**config.mk**
```make
export PLATFORM = sky130hd
export DESIGN_NAME = fifo_stream_reader
export DESIGN_NICKNAME = d
export VERILOG_FILES = /design/src/rtl/fifo_stream_reader.sv
export SDC_FILE = /design/constraint.sdc
export NUM_CORES = 1
export LEC_CHECK = 0
export BUFFER_PORTS_ARGS = -buffer_cell sky130_fd_sc_hd__buf_4
export CORE_AREA = 2 2 49 51
export CTS_CLUSTER_DIAMETER = 80
export DETAILED_ROUTE_END_ITERATION = 16
export DIE_AREA = 0 0 51 53
export GPL_ROUTABILITY_DRIVEN = 0
export PLACE_DENSITY_LB_ADDON = 0.15
export SYNTH_ARGS = -nofsm -noshare
export SYNTH_HDL_FRONTEND = slang
export SYNTH_SLANG_ARGS = --single-unit
```
**constraint.sdc**
```tcl
create_clock -name clk -period 2.5 [get_ports clk]
set_input_delay 0.625 -clock clk [delete_from_list [all_inputs] [get_ports clk]]
set_output_delay 0.625 -clock clk [all_outputs]
set_load 0.03 [all_outputs]
```
**src/rtl/fifo_stream_reader.sv**
```systemverilog
// fifo_stream_reader: read-side drain engine for a Standard_FIFO.
// It pulls words over the FIFO's rd/empty/r_data interface and presents them
// as a first-word-fall-through valid/ready stream at one word per cycle.
// Optional build macro FIFO_STREAM_READER_CNT_EN adds the 16-bit rd_count
// output, which counts accepted stream words and wraps.
//
// state       | meaning
// inflight=1  | a FIFO read was accepted last edge; its word is on fifo_r_data now
// occ=0       | holding buffer empty, m_valid low
// occ=1       | one word buffered, presented on m_data
// occ=2       | buffer full, no new reads unless a pop is happening
module fifo_stream_reader #(
  parameter int DATA_WIDTH = 8,
  parameter int BUF_DEPTH  = 2
) (
  input  logic                  clk,
  input  logic                  reset,
  input  logic                  fifo_empty,
  input  logic [DATA_WIDTH-1:0] fifo_r_data,
  output logic                  fifo_rd,
  output logic                  m_valid,
  input  logic                  m_ready,
  output logic [DATA_WIDTH-1:0] m_data
`ifdef FIFO_STREAM_READER_CNT_EN
  ,
  output logic [15:0]           rd_count
`endif
);

  // The pointer and occupancy widths below only cover a two-entry buffer.
  generate
    if (BUF_DEPTH != 2) begin : g_bad_depth
      $error("fifo_stream_reader: BUF_DEPTH must be 2");
    end
  endgenerate

  logic                  inflight;
  logic [1:0]            occ;
  logic                  head;
  logic                  tail;
  logic [DATA_WIDTH-1:0] buf_mem [0:1];
  logic                  pop;
  logic [2:0]            level_next;

  // Stream side: valid whenever anything is buffered, data is the buffer head.
  always_comb begin
    m_valid = (occ != 2'd0);
    m_data  = buf_mem[head];
  end

  // Read request: only issue a read if the word it returns is guaranteed a
  // slot. Looking at this cycle's pop keeps the pipe full under steady ready.
  always_comb begin
    pop        = m_valid & m_ready;
    level_next = {1'b0, occ} + {2'b00, inflight} - {2'b00, pop};
    fifo_rd    = !reset && !fifo_empty && (level_next < 3'd2);
  end

  // Capture the returning word, advance pointers and track occupancy.
  always_ff @(posedge clk or posedge reset) begin
    if (reset) begin
      inflight   <= 1'b0;
      occ        <= 2'd0;
      head       <= 1'b0;
      tail       <= 1'b0;
      buf_mem[0] <= '0;
      buf_mem[1] <= '0;
    end else begin
      if (inflight) begin
        buf_mem[tail] <= fifo_r_data;
        tail          <= ~tail;
      end
      if (pop) begin
        head <= ~head;
      end
      occ      <= occ + {1'b0, inflight} - {1'b0, pop};
      inflight <= fifo_rd & !fifo_empty;
    end
  end

`ifdef FIFO_STREAM_READER_CNT_EN
  // Count accepted stream words; wraps at 16 bits.
  always_ff @(posedge clk or posedge reset) begin
    if (reset) begin
      rd_count <= 16'd0;
    end else if (pop) begin
      rd_count <= rd_count + 16'd1;
    end
  end
`else
  // Default build carries no pop counter.
`endif

endmodule

```
Word level (Yosys, flattened, before mapping)
Index checks and enable logic that the tools add are counted.

Bits in registers: 21. Bits of input ports: 12. Output and inout bits: 10. Logic and storage cells: 32.

Add/sub/neg operators: 4. Order comparisons: 4. Muxes and demuxes: 6. Bitwise logic cells: 6. Reduce and logical (&&, ||, !) cells: 6.

Operators with widths (number): $mux 8 (4); $bwmux 16 (1); $demux 8 s1 (1); $ge 2x2->1 const B (2); $not 1->2 (2); $add 2x1->3 (1); $logic_and 1x1->1 (3); $lt 3x2->1 const B (1); $sub 3x1->3 (1); $add 2x1->2 (1); $and 1x1->1 (2); $logic_not 1->1 (2); $lt 2x1->1 const B (1); $not 1->1 (2); $reduce_bool 2->1 (1); $sub 2x1->2 (1).

Logic depth before layout (Yosys ltp)
Word-level depth: 6. Depth in mapped cells: 7. Depth with buffers taken out: 7.

Least setup slack after synthesis
Ideal clock, no wire load.

Path type: input to output. Start: input port m_ready. End: output port fifo_rd. Data arrival time: 2637 ps. Data required time: 1875 ps. Path slack: -762 ps. Stages: 6. Buffers on the path: 0. Cell sequence: o21a_1 -> ha_1 -> inv_1 -> ha_1 -> fa_1 -> nor4_1.

Word-level cells in the longest chain between the ends: 4.

Ends and longest elaborated chain: from (decl) (RTL line 22) `input logic m_ready,`; $and 1x1->1 (RTL line 54) `pop = m_valid & m_ready;`; $sub 3x1->3 (RTL line 55) `level_next = {1'b0, occ} + {2'b00, inflight} - {2'b00, pop};`; net level_next[1] (RTL line 43) `logic [2:0] level_next;`; $lt 3x2->1 (RTL line 56) `fifo_rd = !reset && !fifo_empty && (level_next < 3'd2);`; $logic_and 1x1->1 (RTL line 56); to (decl) (RTL line 20) `output logic fifo_rd,`.

The timed path passes the listed nets, and every way through them passes these cells.

Final worst setup path
Start: register occ[1]. End: output port fifo_rd.

Word-level cells in the longest chain between the ends: 5. Elaborated cells between the ends (all ways): 6. Those cells by class: 2 x add/sub; 1 x order compare; 1 x bitwise; 2 x reduce/logical.

Ends and longest elaborated chain: from (decl) (RTL line 38) `logic [1:0] occ;`; from (signal assigned) (RTL line 76) `occ <= occ + {1'b0, inflight} - {1'b0, pop};`; $reduce_bool 2->1 (RTL line 47) `m_valid = (occ != 2'd0);`; $and 1x1->1 (RTL line 54); net pop (RTL line 42) `logic pop;`; $sub 3x1->3 (RTL line 55); net level_next[1] (RTL line 43); $lt 3x2->1 (RTL line 56); $logic_and 1x1->1 (RTL line 56).

The timed path passes the listed nets, and every way through them passes these cells.

==> results.ini <==
[status]
status = complete, but fails checks
failed_checks = negative setup slack

[pwr]
vdd_drop_max_mv = 0.706
p_leak_nw = 0.596
powerDensity_nw_per_um2 = 1440

[hold_path]
hold_path_class = in -> async

[synthesis]
syn_nets = 79
synth_area_leaders = dfrtp_1 54%, mux2_2 19%, mux2_4 12%, ha_1 2.6%, fa_1 2.1%
ys.warnings.count = 0
syn_avg_cell_area_um2 = 15.2
yosysTopAreaCellShare_pct = 54.1
syn_area_um2 = 971
ys_ff_latch = 21
yosysTopAreaCell = dfrtp_1
synthCells = 64
ys_seq_area_share_pct = 54.1
synth.distinct_cells = 15

[worst_setup_path]
path_class = reg -> out
arrival_ns = 2.27
crit_path_end_kind = output pin
cp_max_fo = 2
cp.required_ns = 1.88
reg2reg_depth = 7
startpoint_type = register

[cells_and_area]
mostFrequentLayoutCell = buf_4
fin_cells = 121
diodes = 0
nNetsFinal = 109
syn_to_final_growth_pct = 28.5
final_cell_mix = 27 x buf_4, 21 x dfrtp_1, 16 x mux2_2, 8 x mux2_4, 5 x inv_1
drive_above_1_share_pct = 65.6

[clock_network]
clk_pin_slew_ns = 0.12
cts_tree = built
htree_num_levels = 1
cts_buffers = 3
clock-sinks = 21
cts-root-buf = clkbuf_4
cts_max_path_buffers = 2
cts_hold_buf = 0
clk_latency_ns = 0.30

[timing]
finalHoldViolCount = 0
fin_worst_skew_ns = 0.00360
final.period_utilization_pct = 116
maxSlewViolCount = 0
final.min_clock_period_ns = 2.90
tns_ns = -0.397
worstMarginPinSlew_ns = 0.790
setup_slack_ns = -0.397
slew_headroom_pct = 47.3
fmax_ghz = 0.345
rsz0062_at_grt = yes
final-setup-viol-count = 1

[placed_design]
dp_hpwl_um = 1240
placed_cells = 115
port_buffers = 21

[drt]
vias = 564
drcViolationCount = 0
drt_iter0_markers = 0
routed_wirelength_um = 1640
wl_per_cell_um = 13.6
firstDrtPassIters = 1
antenna_left = 0
viasPerCell = 4.66

[floorplan]
die_y_um = 53
num_rows = 17
die_area_um2 = 2700
io_pins = 22
die_w_um = 51
start_util_pct = 45.2
coreArea_um2 = 2150

[global_routing]
grt.total_usage_pct = 14.2
grt_pass1_vias = 598
overflow = 0
grt_pass1_wl_um = 2750
antenna_found_initial = 0
grt_max_degree = 22

[job]
cap_viol_max_count = 0

==> worst max-delay path, cell delays in order, from the launching register on <==
cell     delay [ns]
dfrtp_1        0.41
o21a_1         0.20
ha_1           0.27
inv_1          0.06
ha_2           0.16
fa_2           0.46
nor4_4         0.21
buf_4          0.19
==> path summary, 6_finish.rpt <==
kind                            start  slack [ns]         end
setup / recovery               occ[1]       -0.40     fifo_rd
hold / removal                  reset        0.49      occ[1]
setup reg to reg               occ[1]        0.49    inflight
hold reg to reg            buf_mem[2]        0.52  buf_mem[2]
max in group asynchronous       reset        1.52  buf_mem[3]
min in group clk           fifo_empty        0.50    inflight
==> metal layers <==
metal  vias to the layer above  share of wire, %  track usage (%)
li1                        277                 -                -
met1                       277                44             17.9
met2                         8                53             24.2
met3                         2               2.9             2.54
met4                         0              0.67             5.41
met5                         -                 0                0
==> metrics by stage <==
| stage | cell area (um^2) | worst slack, ns | hold slack [ns] | total power [mW] | util, % |
|---|---|---|---|---|---|
| floorplan | 986 | -0.274 | 0.474 | 1.31 | - |
| global placement | 1190 | -0.393 | 0.481 | 1.60 | 55.5 |
| detailed placement | 1190 | -0.433 | 0.493 | 1.63 | 55.5 |
| CTS | 1230 | -0.437 | 0.490 | 1.80 | 57.4 |
| global route | 1250 | -0.495 | 0.483 | 1.92 | 58.1 |
| finish | 1250 | -0.397 | 0.490 | 1.80 | 58.1 |
==> cell type report <==
cell class / count / area, um^2
clock buffers: 3 / 22.5
repair buffers: 27 / 203
well taps: 28 / 35.0
fillers: 182 / 901
flip-flops and latches: 21 / 526
inverters: 5 / 18.8
multi-input cells: 36 / 438
clock inverters: 1 / 5.00
==> cells in the mapped netlist <==
cell and number:
dfrtp_1 21, mux2_2 16, mux2_4 8, inv_1 5, ha_1 2, nor4_1 2, xor2_1 2, buf_2 1
buf_6 1, fa_1 1, nand2_1 1, nand2_2 1, nor2b_2 1, o21a_1 1, xnor2_1 1
==> what timing repair did <==
| item | CTS | global route |
|---|---|---|
| buffers inserted | 1 | 2 |
| resized for setup | 3 | 0 |
| pin swaps | 4 | 3 |
| setup endpoints to repair | 1 | 1 |
| hold endpoints to repair | 0 | 0 |
==> sequential cells by signal (all words and copies together), names as in the netlist <==
name	count
buf_mem	16
tail	1
inflight	1
occ	2
head	1
==> power by group <==
part / leakage [nW] / internal, mW / switching (mW) / total, mW
logic: 0.327 / 0.537 / 0.465 / 1.00
registers: 0.252 / 0.509 / 0.121 / 0.630
clock network: 0.0177 / 0.0595 / 0.105 / 0.164
==> cell families after synthesis <==
group | after synthesis | synth area share [%]
xor gates and xnor gates | 3 | 2.71
AOI/OAI and AO/OA | 1 | 0.773
DFF | 21 | 54.1
buffers and inverters | 7 | 3.61
muxes | 24 | 30.9
adders and majority gates | 3 | 4.64
and+or+nand+nor | 5 | 3.22
No activity file was read; power rests on OpenSTA's default activity.
